$ cat src/rtl/bb_sample_packer.sv
// rtl/bb_sample_packer.sv - packs 8-bit I/Q samples into 32-bit words, buffers them, streams out on AXI4-Stream
//
// Purpose: two consecutive I/Q samples form one word {imag1,real1,imag0,real0}.
// Completed words are pushed into a FIFO whose head is moved into a registered output stage.
// m_tlast marks every FRAME_WORDS-th delivered word. Words that cannot be stored are
// counted as drops.
//
// Ports:
//   clk, reset            clock, asynchronous active-high reset
//   enable                capture enable; a rising edge starts a fresh frame
//   stat_clear            one-cycle pulse clearing overflow and drop_count
//   dv_in, real_in,
//   imag_in               input sample stream
//   m_tdata, m_tvalid,
//   m_tready, m_tlast     AXI4-Stream master
//   overflow, drop_count  sticky drop flag and saturating drop counter
//   fifo_level            words held (FIFO storage plus output register)
module bb_sample_packer #(
  parameter int FIFO_DEPTH  = 16,
  parameter int FRAME_WORDS = 1024,
  localparam int AW   = $clog2(FIFO_DEPTH),
  localparam int LW   = AW + 1,
  localparam int FW_W = $clog2(FRAME_WORDS)
) (
  input  logic          clk,
  input  logic          reset,
  input  logic          enable,
  input  logic          stat_clear,
  input  logic          dv_in,
  input  logic [7:0]    real_in,
  input  logic [7:0]    imag_in,
  output logic [31:0]   m_tdata,
  output logic          m_tvalid,
  input  logic          m_tready,
  output logic          m_tlast,
  output logic          overflow,
  output logic [15:0]   drop_count,
  output logic [LW-1:0] fifo_level
);

  logic            enable_q;
  logic            phase_q, phase_d;
  logic [15:0]     half_q, half_d;
  logic [FW_W-1:0] frame_q, frame_d;
  logic [AW-1:0]   wr_ptr_q, wr_ptr_d;
  logic [AW-1:0]   rd_ptr_q, rd_ptr_d;
  logic [LW-1:0]   mem_cnt_q, mem_cnt_d;
  logic            out_valid_q, out_valid_d;
  logic [32:0]     out_data_q, out_data_d;
  logic            overflow_q, overflow_d;
  logic [15:0]     drop_cnt_q, drop_cnt_d;

  logic [32:0]     mem [FIFO_DEPTH];

  logic            rise, phase_eff, capture, word_done, pop, push_ok, drop, load, frame_last;
  logic [FW_W-1:0] frame_eff;
  logic [LW-1:0]   level;
  logic [32:0]     push_word;

  always_comb begin
    // An enable rising edge acts as if phase and frame counter were already zero,
    // so a sample arriving on that very edge becomes sample0 of word 0.
    rise       = enable && !enable_q;
    phase_eff  = rise ? 1'b0 : phase_q;
    frame_eff  = rise ? '0 : frame_q;
    capture    = enable && dv_in;
    word_done  = capture && phase_eff;
    pop        = out_valid_q && m_tready;
    level      = mem_cnt_q + {{AW{1'b0}}, out_valid_q};
    push_ok    = word_done && ((level < LW'(FIFO_DEPTH)) || pop);
    drop       = word_done && !push_ok;
    // Refill the output register whenever it is empty or being consumed this edge.
    load       = (mem_cnt_q != '0) && (!out_valid_q || pop);
    frame_last = (frame_eff == FW_W'(FRAME_WORDS - 1));
    push_word  = {frame_last, imag_in, real_in, half_q};

    phase_d = phase_eff;
    if (!enable)      phase_d = 1'b0;
    else if (capture) phase_d = ~phase_eff;

    half_d = half_q;
    if (capture && !phase_eff) half_d = {imag_in, real_in};

    frame_d = frame_eff;
    if (push_ok) frame_d = frame_last ? '0 : frame_eff + FW_W'(1);

    wr_ptr_d  = push_ok ? wr_ptr_q + AW'(1) : wr_ptr_q;
    rd_ptr_d  = load ? rd_ptr_q + AW'(1) : rd_ptr_q;
    mem_cnt_d = mem_cnt_q + LW'(push_ok) - LW'(load);

    out_valid_d = out_valid_q;
    out_data_d  = out_data_q;
    if (load) begin
      out_valid_d = 1'b1;
      out_data_d  = mem[rd_ptr_q];
    end else if (pop) begin
      out_valid_d = 1'b0;
    end

    // A drop on the same edge as stat_clear leaves exactly that one drop recorded.
    overflow_d = overflow_q;
    drop_cnt_d = drop_cnt_q;
    if (drop) begin
      overflow_d = 1'b1;
      if (stat_clear)                 drop_cnt_d = 16'd1;
      else if (drop_cnt_q != 16'hFFFF) drop_cnt_d = drop_cnt_q + 16'd1;
    end else if (stat_clear) begin
      overflow_d = 1'b0;
      drop_cnt_d = '0;
    end
  end

  always_ff @(posedge clk or posedge reset) begin
    if (reset) begin
      enable_q    <= 1'b0;
      phase_q     <= 1'b0;
      half_q      <= '0;
      frame_q     <= '0;
      wr_ptr_q    <= '0;
      rd_ptr_q    <= '0;
      mem_cnt_q   <= '0;
      out_valid_q <= 1'b0;
      out_data_q  <= '0;
      overflow_q  <= 1'b0;
      drop_cnt_q  <= '0;
    end else begin
      enable_q    <= enable;
      phase_q     <= phase_d;
      half_q      <= half_d;
      frame_q     <= frame_d;
      wr_ptr_q    <= wr_ptr_d;
      rd_ptr_q    <= rd_ptr_d;
      mem_cnt_q   <= mem_cnt_d;
      out_valid_q <= out_valid_d;
      out_data_q  <= out_data_d;
      overflow_q  <= overflow_d;
      drop_cnt_q  <= drop_cnt_d;
    end
  end

  // Storage array needs no reset; the pointers and count define what is valid.
  always_ff @(posedge clk) begin
    if (push_ok) mem[wr_ptr_q] <= push_word;
  end

  assign m_tdata    = out_data_q[31:0];
  assign m_tlast    = out_data_q[32];
  assign m_tvalid   = out_valid_q;
  assign overflow   = overflow_q;
  assign drop_count = drop_cnt_q;
  assign fifo_level = level;

endmodule

$ cat config.mk
export PLATFORM = sky130hd
export DESIGN_NAME = bb_sample_packer
export DESIGN_NICKNAME = d
export VERILOG_FILES = /design/src/rtl/bb_sample_packer.sv
export SDC_FILE = /design/constraint.sdc
export NUM_CORES = 1
export LEC_CHECK = 0
export CAP_MARGIN = 20
export CORE_MARGIN = 2
export CORE_UTILIZATION = 61
export DETAILED_ROUTE_END_ITERATION = 8
export PLACE_DENSITY = 0.85
export RECOVER_POWER = 25
export REMOVE_ABC_BUFFERS = 1
export SLEW_MARGIN = 20
export SYNTH_ARGS = -nofsm -noshare
export SYNTH_HDL_FRONTEND = slang
export SYNTH_SLANG_ARGS = --single-unit
export TNS_END_PERCENT = 20
$ cat constraint.sdc
create_clock -name clk -period 5.9 [get_ports clk]
set_input_delay 0.885 -clock clk [delete_from_list [all_inputs] [get_ports clk]]
set_output_delay 0.885 -clock clk [all_outputs]
set_load 0.01 [all_outputs]
# Yosys cells after proc, flatten, opt, wreduce, memory -nomap -nowiden
# Memory sizes are Yosys's and may differ from the RTL's. A register that Yosys moved wholly into a read port is not among the register bits.
# Index checks and enable logic that the tools add are counted.
# classes
n_mux	16
shift	0
n_reduce_logical	19
magnitude_cmp	1
addsub	7
multipliers	0
n_eq_ne	2
n_bitwise	1
n_div	0
# op_table
op	count
$mux W16	4
$mux W10	3
$add A16 B1 Y16 const B	1
$ne A16 B16 Y1 const B	1
$add A10 B1 Y10 const B	1
$add A5 B1 Y5	2
$eq A10 B10 Y1 const B	1
$mux W1	9
$add A4 B1 Y4 const B	2
$logic_and A1 B1 Y1	8
$reduce_bool A2 Y1	3
$lt A5 B5 Y1 const B	1
$reduce_bool A5 Y1	1
$sub A5 B1 Y5	1
$logic_not A1 Y1	4
$logic_or A1 B1 Y1	2
$reduce_and A2 Y1	1
$not A1 Y1	1
# totals
out_inout_bits	56
n_memories	1
latchBits	0
word_cells	57
ram_bits	528
in_bits	22
regBits	59
romBits	0
# mem_list
name	words	word_bits	read_ports	rd_ports_with_merged_regs	wr	line	rtl
mem	16	33	1	1	1	53	logic [32:0] mem [FIFO_DEPTH];

# Depth between registers and ports, before layout
# Gate-level depths: netlist of the first run.
# logic_depth
word_depth	9
mapped_depth	16
ltp_nobuf	14

# Least setup slack after synthesis of the first run
# Ideal clock, no wire load.
# synth_timing
kind	input -> register
from	input enable
to	memory mem[3][0], enable pin
n_path_buf	2
t_required_ns	5.436
setup_time_ns	0.464
arrival_time_ns	4.461
cell_stages	9
setup_slack_ns	0.975
path_cell_list	nand2b_1 > clkbuf_1 > and2_1 > ha_1 > and4_1 > a211o_1 > buf_2 > nand2_1 > nor3_1
# synth_between
elab_chain_cells	6
elab_cells_between_ends	7
cone_classes	3 x mux; 4 x reduce/logical
# synth_lines
item	line	rtl
start: declaration	27	input logic enable,
$logic_and A1 B1 Y1	63	rise = enable && !enable_q;
$mux W1	64	phase_eff = rise ? 1'b0 : phase_q;
$logic_and A1 B1 Y1 *	67	word_done = capture && phase_eff;
$logic_and A1 B1 Y1 *	70	push_ok = word_done && ((level < LW'(FIFO_DEPTH)) || pop);
$mux W1 *	143	if (push_ok) mem[wr_ptr_q] <= push_word;
$mux W1 (not written as such) *	143	
end: declaration	53	
# Mark *: on every way between the ends. The rest lies on a longest branch, timed or not.

# Final worst setup path of the first run
# layout_timing
from	input enable
to	memory mem[7][9], enable pin
# Same word-level chain as after synthesis.

==> PnR_summary.wiki, run 1 <==
{| class="wikitable"
! Metric !! Value
|-
| Fraction of power spent switching nets || 28.15%
|-
| Number of flops mapped to enable cells by yosys || 528
|-
| Synthesized area divided by synthesized cell count || 20.22 µm²
|-
| Worst rel slew slack || 30.23%
|-
| Area after DPL || 0.02576 mm²
|-
| Detailed-route DRC error count || 0
|-
| Total area of multi-input combinational cells || 0.005921 mm²
|-
| Area contributors post-synth || sky130_fd_sc_hd__edfxtp_1, sky130_fd_sc_hd__mux4_2, sky130_fd_sc_hd__dfrtp_1, sky130_fd_sc_hd__mux2_2, sky130_fd_sc_hd__o22ai_1
|-
| Non-Filler Cell Area, Final || 0.02789 mm²
|-
| Critical Path Fanout Max || 23
|-
| Sequential cell area || 0.01817 mm²
|-
| Count of synthesis-stage warnings from yosys || 0
|-
| Fraction of power consumed by combinational cells || 23.4%
|-
| Number of instances resized during post-cts repair || 0
|-
| Number of filler instances in the final layout || 2139
|-
| Primary flip-flop cell chosen by synthesis mapping || sky130_fd_sc_hd__edfxtp_1
|-
| Number of buffers inserted for hold repair after clock tree synthesis || 0
|-
| Final weighted congestion in routability-driven placement || 0.8175
|-
| Clock root cell || sky130_fd_sc_hd__clkbuf_16
|-
| Final setup violation count || 0
|-
| Antenna diode count || 0
|-
| Unrepaired setup endpoints after global routing || no
|-
| Clock buffers created by TritonCTS || 57
|-
| Seq/Total Area, Yosys || 74.57%
|-
| Num rows || 73
|-
| Maximum operating frequency || 0.2490 GHz
|-
| Half-perimeter wire length of the detailed placement result || 29690 µm
|-
| Clock Skew || 0.02363 ns
|-
| Initial core utilization || 61.56%
|-
| Clk sink count || 620
|-
| Port Buf Inserts || 77
|-
| Post-CTS setup-driven buffer insertion count || 0
|-
| Fin crit share || 68.06%
|-
| Ordered list of cells on the worst path || dlygate4sd3_1 > nand2b_1 > and2_1 > ha_1 > and4_1 > a211o_1 > nand2_1 > nor2_4 > buf_4
|-
| Critical path launch point type || input port
|-
| Number of maximum-capacitance violations || 0
|-
| TritonCTS clock tree || done
|-
| Count of unique library cells instantiated by Yosys || 72
|-
| Commonest cells after routing, fill and taps aside || sky130_fd_sc_hd__edfxtp_1, sky130_fd_sc_hd__mux4_2, sky130_fd_sc_hd__dfrtp_1
|-
| Status || complete, no violations
|-
| Count of pins over their slew limit || 0
|-
| Skew-Pair Late Insertion Delay || 0.62 ns
|-
| Via-per-instance ratio || 6.828
|-
| Pleak || 9.211 nW
|-
| Crit path largest cell delay || 0.84 ns
|-
| Number of failing hold endpoints at the final stage || 0
|-
| Worst-case clock buffer depth || 3
|-
| Power density cells || 445.1 mW/mm²
|-
| Floorplan die width || 203.8 µm
|-
| Category of the worst setup path capture point || flip-flop
|-
| Boundary Pins || 78
|-
| Number of global-route vias before repair || 13220
|-
| Die boundary height || 203.8 µm
|-
| Sw power || 3.494 mW
|-
| Maximum resistive drop on vdd || 0.2549 mV
|-
| Data arrival time of the critical path || 4.32 ns
|-
| Antenna Violating Nets Remaining || 0
|-
| Synth Register Bits || 620
|-
| Global-route wire length before repair || 85370 µm
|-
| Util after Layout || 70.52%
|-
| Synth-to-Final Area Change || 14.55%
|-
| Fraction of synthesis flops using an asynchronous set or reset pin || 14.84%
|-
| CP required || 6.20 ns
|-
| Routed wire length || 58600 µm
|-
| Fraction of power consumed by sequential logic || 44.3%
|-
| Congestion Overflow GR || 0
|-
| Share of the synthesized area in the top cell type || 65.12%
|-
| Internal power || 8.919 mW
|-
| Clock transition at the register clock pins on the worst setup and hold paths after CTS || 0.07 ns
|-
| Final-layout setup total negative slack || 0 ns
|-
| Synthesized netlist cell count || 1204
|-
| Layout cells sized above 1 || 24.87%
|-
| Buffers and inverters on the worst path || 2
|-
| Top cell type by total area after synthesis || sky130_fd_sc_hd__edfxtp_1
|-
| Antenna violations before repair || 0
|-
| Critical Setup Path Class || input port to flip-flop
|-
| Largest delay share family, worst path || simple AND/OR/NAND/NOR gates
|-
| Post-place setup slack || 1.377 ns
|-
| Mapped cell area || 0.02435 mm²
|-
| Router iterations before antenna repair || 5
|-
| Starting DRC count in detailed routing || 1744
|-
| Vias after detailed routing || 12810
|-
| Critical-path top delay cell || sky130_fd_sc_hd__nor2_4
|-
| Total core area || 0.03955 mm²
|-
| Routed WL per cell || 31.23 µm
|-
| Clock group share of total power || 32.3%
|-
| Clock H-tree levels || 2
|-
| All-layer global routing usage || 28.47%
|-
| Final critical-path setup slack || 1.884 ns
|-
| Area of the die || 0.04153 mm²
|-
| Worst min-delay path category || flip-flop to flip-flop
|-
| Worst Tran Pin Value || 1.046 ns
|-
| Most common cell after layout, fill and taps aside || sky130_fd_sc_hd__edfxtp_1
|-
| Maximum number of pins on one net before global-route repair || 72
|-
| Count of nets after finishing || 1345
|-
| Final worst path period need || 4.016 ns
|}
## layer usage
metal / share of wire (%) / vias up / wire length [µm] / global-route usage, %
met3: 9.1 / 177 / 5314 / 4.714
met2: 51 / 887 / 30000 / 47.69
met4: 4.1 / 0 / 2419 / 12.88
met5: 0 / - / 0 / 0
met1: 36 / 6615 / 20860 / 37.22
li1: - / 5131 / - / -
## Yosys cell counts, types with 5 or more instances
cell type,count
sky130_fd_sc_hd__edfxtp_1,528
sky130_fd_sc_hd__mux4_2,128
sky130_fd_sc_hd__dfrtp_1,92
sky130_fd_sc_hd__nor2_1,60
sky130_fd_sc_hd__mux2_2,42
sky130_fd_sc_hd__o22ai_1,41
sky130_fd_sc_hd__buf_2,36
sky130_fd_sc_hd__nand2_1,23
sky130_fd_sc_hd__ha_1,19
sky130_fd_sc_hd__o22ai_2,17
sky130_fd_sc_hd__inv_1,15
sky130_fd_sc_hd__a21oi_1,12
sky130_fd_sc_hd__clkbuf_1,12
sky130_fd_sc_hd__nand3_1,10
sky130_fd_sc_hd__and2_1,9
sky130_fd_sc_hd__buf_1,9
sky130_fd_sc_hd__mux2i_1,9
sky130_fd_sc_hd__xnor2_1,9
sky130_fd_sc_hd__a221oi_1,8
sky130_fd_sc_hd__nand2b_1,8
sky130_fd_sc_hd__nor2b_1,8
sky130_fd_sc_hd__nor3_1,8
sky130_fd_sc_hd__mux2_1,7
sky130_fd_sc_hd__nand4_1,7
sky130_fd_sc_hd__nor4_1,6
sky130_fd_sc_hd__or4_1,6
sky130_fd_sc_hd__o31ai_1,5
## cell type report
class                      instances  area share, %
inverter                          16         0.2243
multi-input combinational        504          21.23
timing repair buffer             104          3.795
tap                              525          2.355
sequential                       620          65.14
clock buffer                      70          5.585
clock inverter                    37          1.673
## tightest hold or removal path: stages, from the launching register on
cell and delay [ns]:
sky130_fd_sc_hd__dfrtp_1 0.38, sky130_fd_sc_hd__inv_1 0.05, sky130_fd_sc_hd__o21ai_1 0.05
## cells by family (layout without fill, tap and decap cells)
logic type,Yosys count,in the layout,synth area share (%)
DFF,620,620,74.57
muxes,190,190,14.91
and+or+nand+nor,170,170,3.818
AOI/OAI and AO/OA,111,111,3.515
buffers and inverters,80,227,1.660
adders and majority gates,20,20,1.059
xor gates and xnor gates,13,13,0.4676
## flip-flops by register name (all words and copies together) (netlist names)
| register | flops |
|---|---|
| mem | 528 |
| out_data_q | 33 |
| drop_count | 16 |
| half_q | 16 |
| frame_q | 10 |
| mem_cnt_q | 5 |
| rd_ptr_q | 4 |
| wr_ptr_q | 4 |
| enable_q | 1 |
| m_tvalid | 1 |
| overflow | 1 |
| phase_q | 1 |
## power groups by stage
stage | sequential [mW] | combinational [mW] | clock (mW)
after CTS | 5.49 | 2.91 | 4.01
after global placement | 5.56 | 2.76 | 0
final | 5.50 | 2.91 | 4.01
after global routing | 5.54 | 3.08 | 4.19
after floorplan | 5.71 | 1.83 | 0
after detailed placement | 5.58 | 2.84 | 0
## metrics by stage
stage	power, mW	hold WS, ns	instances
6_report	12.41	0.5145	1876
5_1_grt	12.80	0.5497	1876
4_1_cts	12.41	0.5122	1872
3_5_place_dp	8.421	0.5005	1765
3_3_place_gp	8.317	0.5005	1765
2_1_floorplan	7.540	0.5213	1140
## worst paths after layout
check	start	to	slack (ns)	cells after the start
setup / recovery	enable	mem[7][9]$_DFFE_PP_	1.88	9
hold / removal	overflow$_DFFE_PP0P_	overflow$_DFFE_PP0P_	0.51	2
hold reg to reg	overflow$_DFFE_PP0P_	overflow$_DFFE_PP0P_	0.51	2
min in group asynchronous	reset	overflow$_DFFE_PP0P_	0.79	2
max in group asynchronous	reset	rd_ptr_q[2]$_DFFE_PP0P_	3.95	3
setup reg to reg	enable_q$_DFF_PP0_	mem[7][9]$_DFFE_PP_	2.40	8
Note: power is estimated with default switching activity, not from simulation.
==> run 2, diff against run 1 <==
clock period = 4.13 ns   (was 5.9 ns; I/O delays follow)
==> PnR_summary.wiki, run 2 (same netlist as run 1, synthesis figures left out) <==
{| class="wikitable"
! Metric !! Value
|-
| Status || complete, but fails checks (was complete, no violations)
|-
| Violations in the final reports || max-capacitance violations, max-slew violations
|-
| Critical Path Fanout Max || 13 (was 23)
|-
| Congestion Overflow GR || 0 (unchanged)
|-
| Clock buffers created by TritonCTS || 58 (was 57)
|-
| Post-CTS setup-driven buffer insertion count || 0 (unchanged)
|-
| Ordered list of cells on the worst path || dlygate4sd3_1 > nand2b_1 > and2_1 > ha_1 > and4_1 > a211o_1 > inv_2 > ha_1 > inv_1 > ha_1 > fa_1 > a21oi_1 > nor2_1 > nor2_1 > xnor2_1 (was dlygate4sd3_1 > nand2b_1 > and2_1 > ha_1 > and4_1 > a211o_1 > nand2_1 > nor2_4 > buf_4)
|-
| Count of nets after finishing || 1359 (was 1345)
|-
| Number of flip-flops under the largest register name || 528 (unchanged)
|-
| Clk sink count || 620 (unchanged)
|-
| Number of failing hold endpoints at the final stage || 0 (unchanged)
|-
| Biggest registers after layout || mem: 528 flops, out_data_q: 33 flops (unchanged)
|-
| Final setup violation count || 0 (unchanged)
|-
| Clock Skew || 0.01687 ns (was 0.02363 ns)
|-
| Maximum resistive drop on vdd || 0.3662 mV (was 0.2549 mV)
|-
| Final worst path period need || 3.296 ns
|-
| Maximum operating frequency || 0.3034 GHz
|-
| Area of the die || 0.04153 mm² (unchanged)
|-
| Routed WL per cell || 30.15 µm (was 31.23 µm)
|-
| Clock transition at the register clock pins on the worst setup and hold paths after CTS || 0.06 ns (was 0.07 ns)
|-
| CP required || 4.66 ns (was 6.20 ns)
|-
| Category of the worst setup path capture point || flip-flop (unchanged)
|-
| Starting DRC count in detailed routing || 1605 (was 1744)
|-
| Power density cells || 621.4 mW/mm² (was 445.1 mW/mm²)
|-
| Maximum number of pins on one net before global-route repair || 49 (was 72)
|-
| Number of global-route vias before repair || 13250 (was 13220)
|-
| Commonest cells after routing, fill and taps aside || sky130_fd_sc_hd__edfxtp_1, sky130_fd_sc_hd__mux4_2, sky130_fd_sc_hd__dfrtp_1 (unchanged)
|-
| Initial core utilization || 61.56% (unchanged)
|-
| GR met1 Demand/Resource || 37.37% (was 37.22%)
|-
| Skew-Pair Late Insertion Delay || 0.61 ns (was 0.62 ns)
|-
| Boundary Pins || 78 (unchanged)
|-
| Global-route wire length before repair || 84250 µm (was 85370 µm)
|-
| All-layer global routing usage || 28.10% (was 28.47%)
|-
| Critical Setup Path Class || input port to flip-flop (unchanged)
|-
| Fin crit share || 79.81%
|-
| Crit path largest cell delay || 0.58 ns (was 0.84 ns)
|-
| Detailed-route DRC error count || 0 (unchanged)
|-
| Worst min-delay path category || flip-flop to flip-flop (unchanged)
|-
| Final weighted congestion in routability-driven placement || 0.8019 (was 0.8175)
|-
| Post-layout power || 17.34 mW (was 12.41 mW)
|-
| Critical path launch point type || input port (unchanged)
|-
| Number of maximum-capacitance violations || 1 (was 0)
|-
| Num rows || 73 (unchanged)
|-
| Clock root cell || sky130_fd_sc_hd__clkbuf_16 (unchanged)
|-
| Vias after detailed routing || 12800 (was 12810)
|-
| Worst rel slew slack || -58.33% (was 30.23%)
|-
| Clock H-tree levels || 2 (unchanged)
|-
| Met3 Track Usage GR || 5.209% (was 4.714%)
|-
| Most common cell after layout, fill and taps aside || sky130_fd_sc_hd__edfxtp_1 (unchanged)
|-
| Worst Tran Pin Value || 2.362 ns (was 1.046 ns)
|-
| Data arrival time of the critical path || 3.82 ns (was 4.32 ns)
|-
| Number of instances resized during post-cts repair || 0 (unchanged)
|-
| Met2 usage || 47.08% (was 47.69%)
|-
| Layout cells sized above 1 || 25.24% (was 24.87%)
|-
| Worst-case clock buffer depth || 3 (unchanged)
|-
| Count of pins over their slew limit || 48 (was 0)
|-
| Routed wire length || 57080 µm (was 58600 µm)
|-
| Total core area || 0.03955 mm² (unchanged)
|-
| Pleak || 9.223 nW (was 9.211 nW)
|-
| Floorplan die width || 203.8 µm (unchanged)
|-
| Antenna violations before repair || 2 (was 0)
|-
| Non-Filler Cell Area, Final || 0.02790 mm² (was 0.02789 mm²)
|-
| Library cell appearing most often on the critical path || sky130_fd_sc_hd__ha_1
|-
| TritonCTS clock tree || done (unchanged)
|-
| Unrepaired setup endpoints after global routing || no (unchanged)
|-
| Area after DPL || 0.02600 mm² (was 0.02576 mm²)
|-
| Port Buf Inserts || 77 (unchanged)
|-
| Via-per-instance ratio || 6.760 (was 6.828)
|-
| Half-perimeter wire length of the detailed placement result || 30900 µm (was 29690 µm)
|-
| Critical-path top delay cell || sky130_fd_sc_hd__dlygate4sd3_1 (was sky130_fd_sc_hd__nor2_4)
|-
| Antenna Violating Nets Remaining || 0 (unchanged)
|-
| Synth-to-Final Area Change || 14.59% (was 14.55%)
|-
| Number of buffers inserted for hold repair after clock tree synthesis || 0 (unchanged)
|-
| Final-layout setup total negative slack || 0 ns (unchanged)
|-
| Die boundary height || 203.8 µm (unchanged)
|-
| Router iterations before antenna repair || 5 (unchanged)
|-
| Top Usage Layer GRT || met2 (unchanged)
|-
| Register bank with the most flops || mem (unchanged)
|}
==> run 2: worst max-delay path: cells and delay by family <==
family          cells  cell delay, ns
fa+ha+maj           4            1.05
xor+xnor            1            0.13
buf+inv             3            0.85
simple gates        5            0.64
compound gates      2            0.54
==> run 2: cell type report <==
cell class / count / area (µm²)
Sequential cell: 620 / 18170
Timing Repair Buffer: 117 / 1221
Antenna cell: 1 / 2.502
Multi-Input combinational cell: 504 / 5912
Clock inverter: 37 / 350.3
Inverter: 16 / 61.31
Fill cell: 2198 / 11650
Tap cell: 525 / 656.9
Clock buffer: 73 / 1529
==> run 2: path summary, 6_finish.rpt <==
path,startpoint,endpoint,slack (ns),cells past startpoint
setup / recovery,enable,mem_cnt_q[4]$_DFF_PP0_,0.83,15
hold / removal,out_data_q[11]$_DFFE_PP0P_,out_data_q[11]$_DFFE_PP0P_,0.55,2
setup reg to reg,enable_q$_DFF_PP0_,mem_cnt_q[4]$_DFF_PP0_,0.99,14
hold reg to reg,out_data_q[11]$_DFFE_PP0P_,out_data_q[11]$_DFFE_PP0P_,0.55,2
max in group asynchronous,reset,rd_ptr_q[1]$_DFFE_PP0P_,1.72,2
min in group asynchronous,reset,drop_count[1]$_DFFE_PP0P_,1.10,2
==> run 2: power by group <==
group	total (mW)	switching, mW	leakage, nW	internal, mW
Clock	5.31	2.30	0.922	3.00
Combinational	4.16	1.96	2.44	2.20
Sequential	7.87	0.655	5.86	7.21
Total	17.3	4.92	9.22	12.4
==> run 2: stage by stage <==
stage,cells,setup WS [ns],utilization [%],hold slack (ns)
6_report,1893,0.8339,70.55,0.5508
2_1_floorplan,1140,-0.4878,-,0.5213
3_5_place_dp,1781,0.2988,65.74,0.5375
4_1_cts,1891,0.9232,70.50,0.4758
3_3_place_gp,1781,0.3499,65.74,0.4991
5_1_grt,1892,0.5929,70.54,0.5834
==> run 2: routing by layer <==
metal,vias up,share of wire [%]
met5,-,0
met4,0,2.9
met3,122,8.6
met2,791,52
met1,6715,37
li1,5169,-
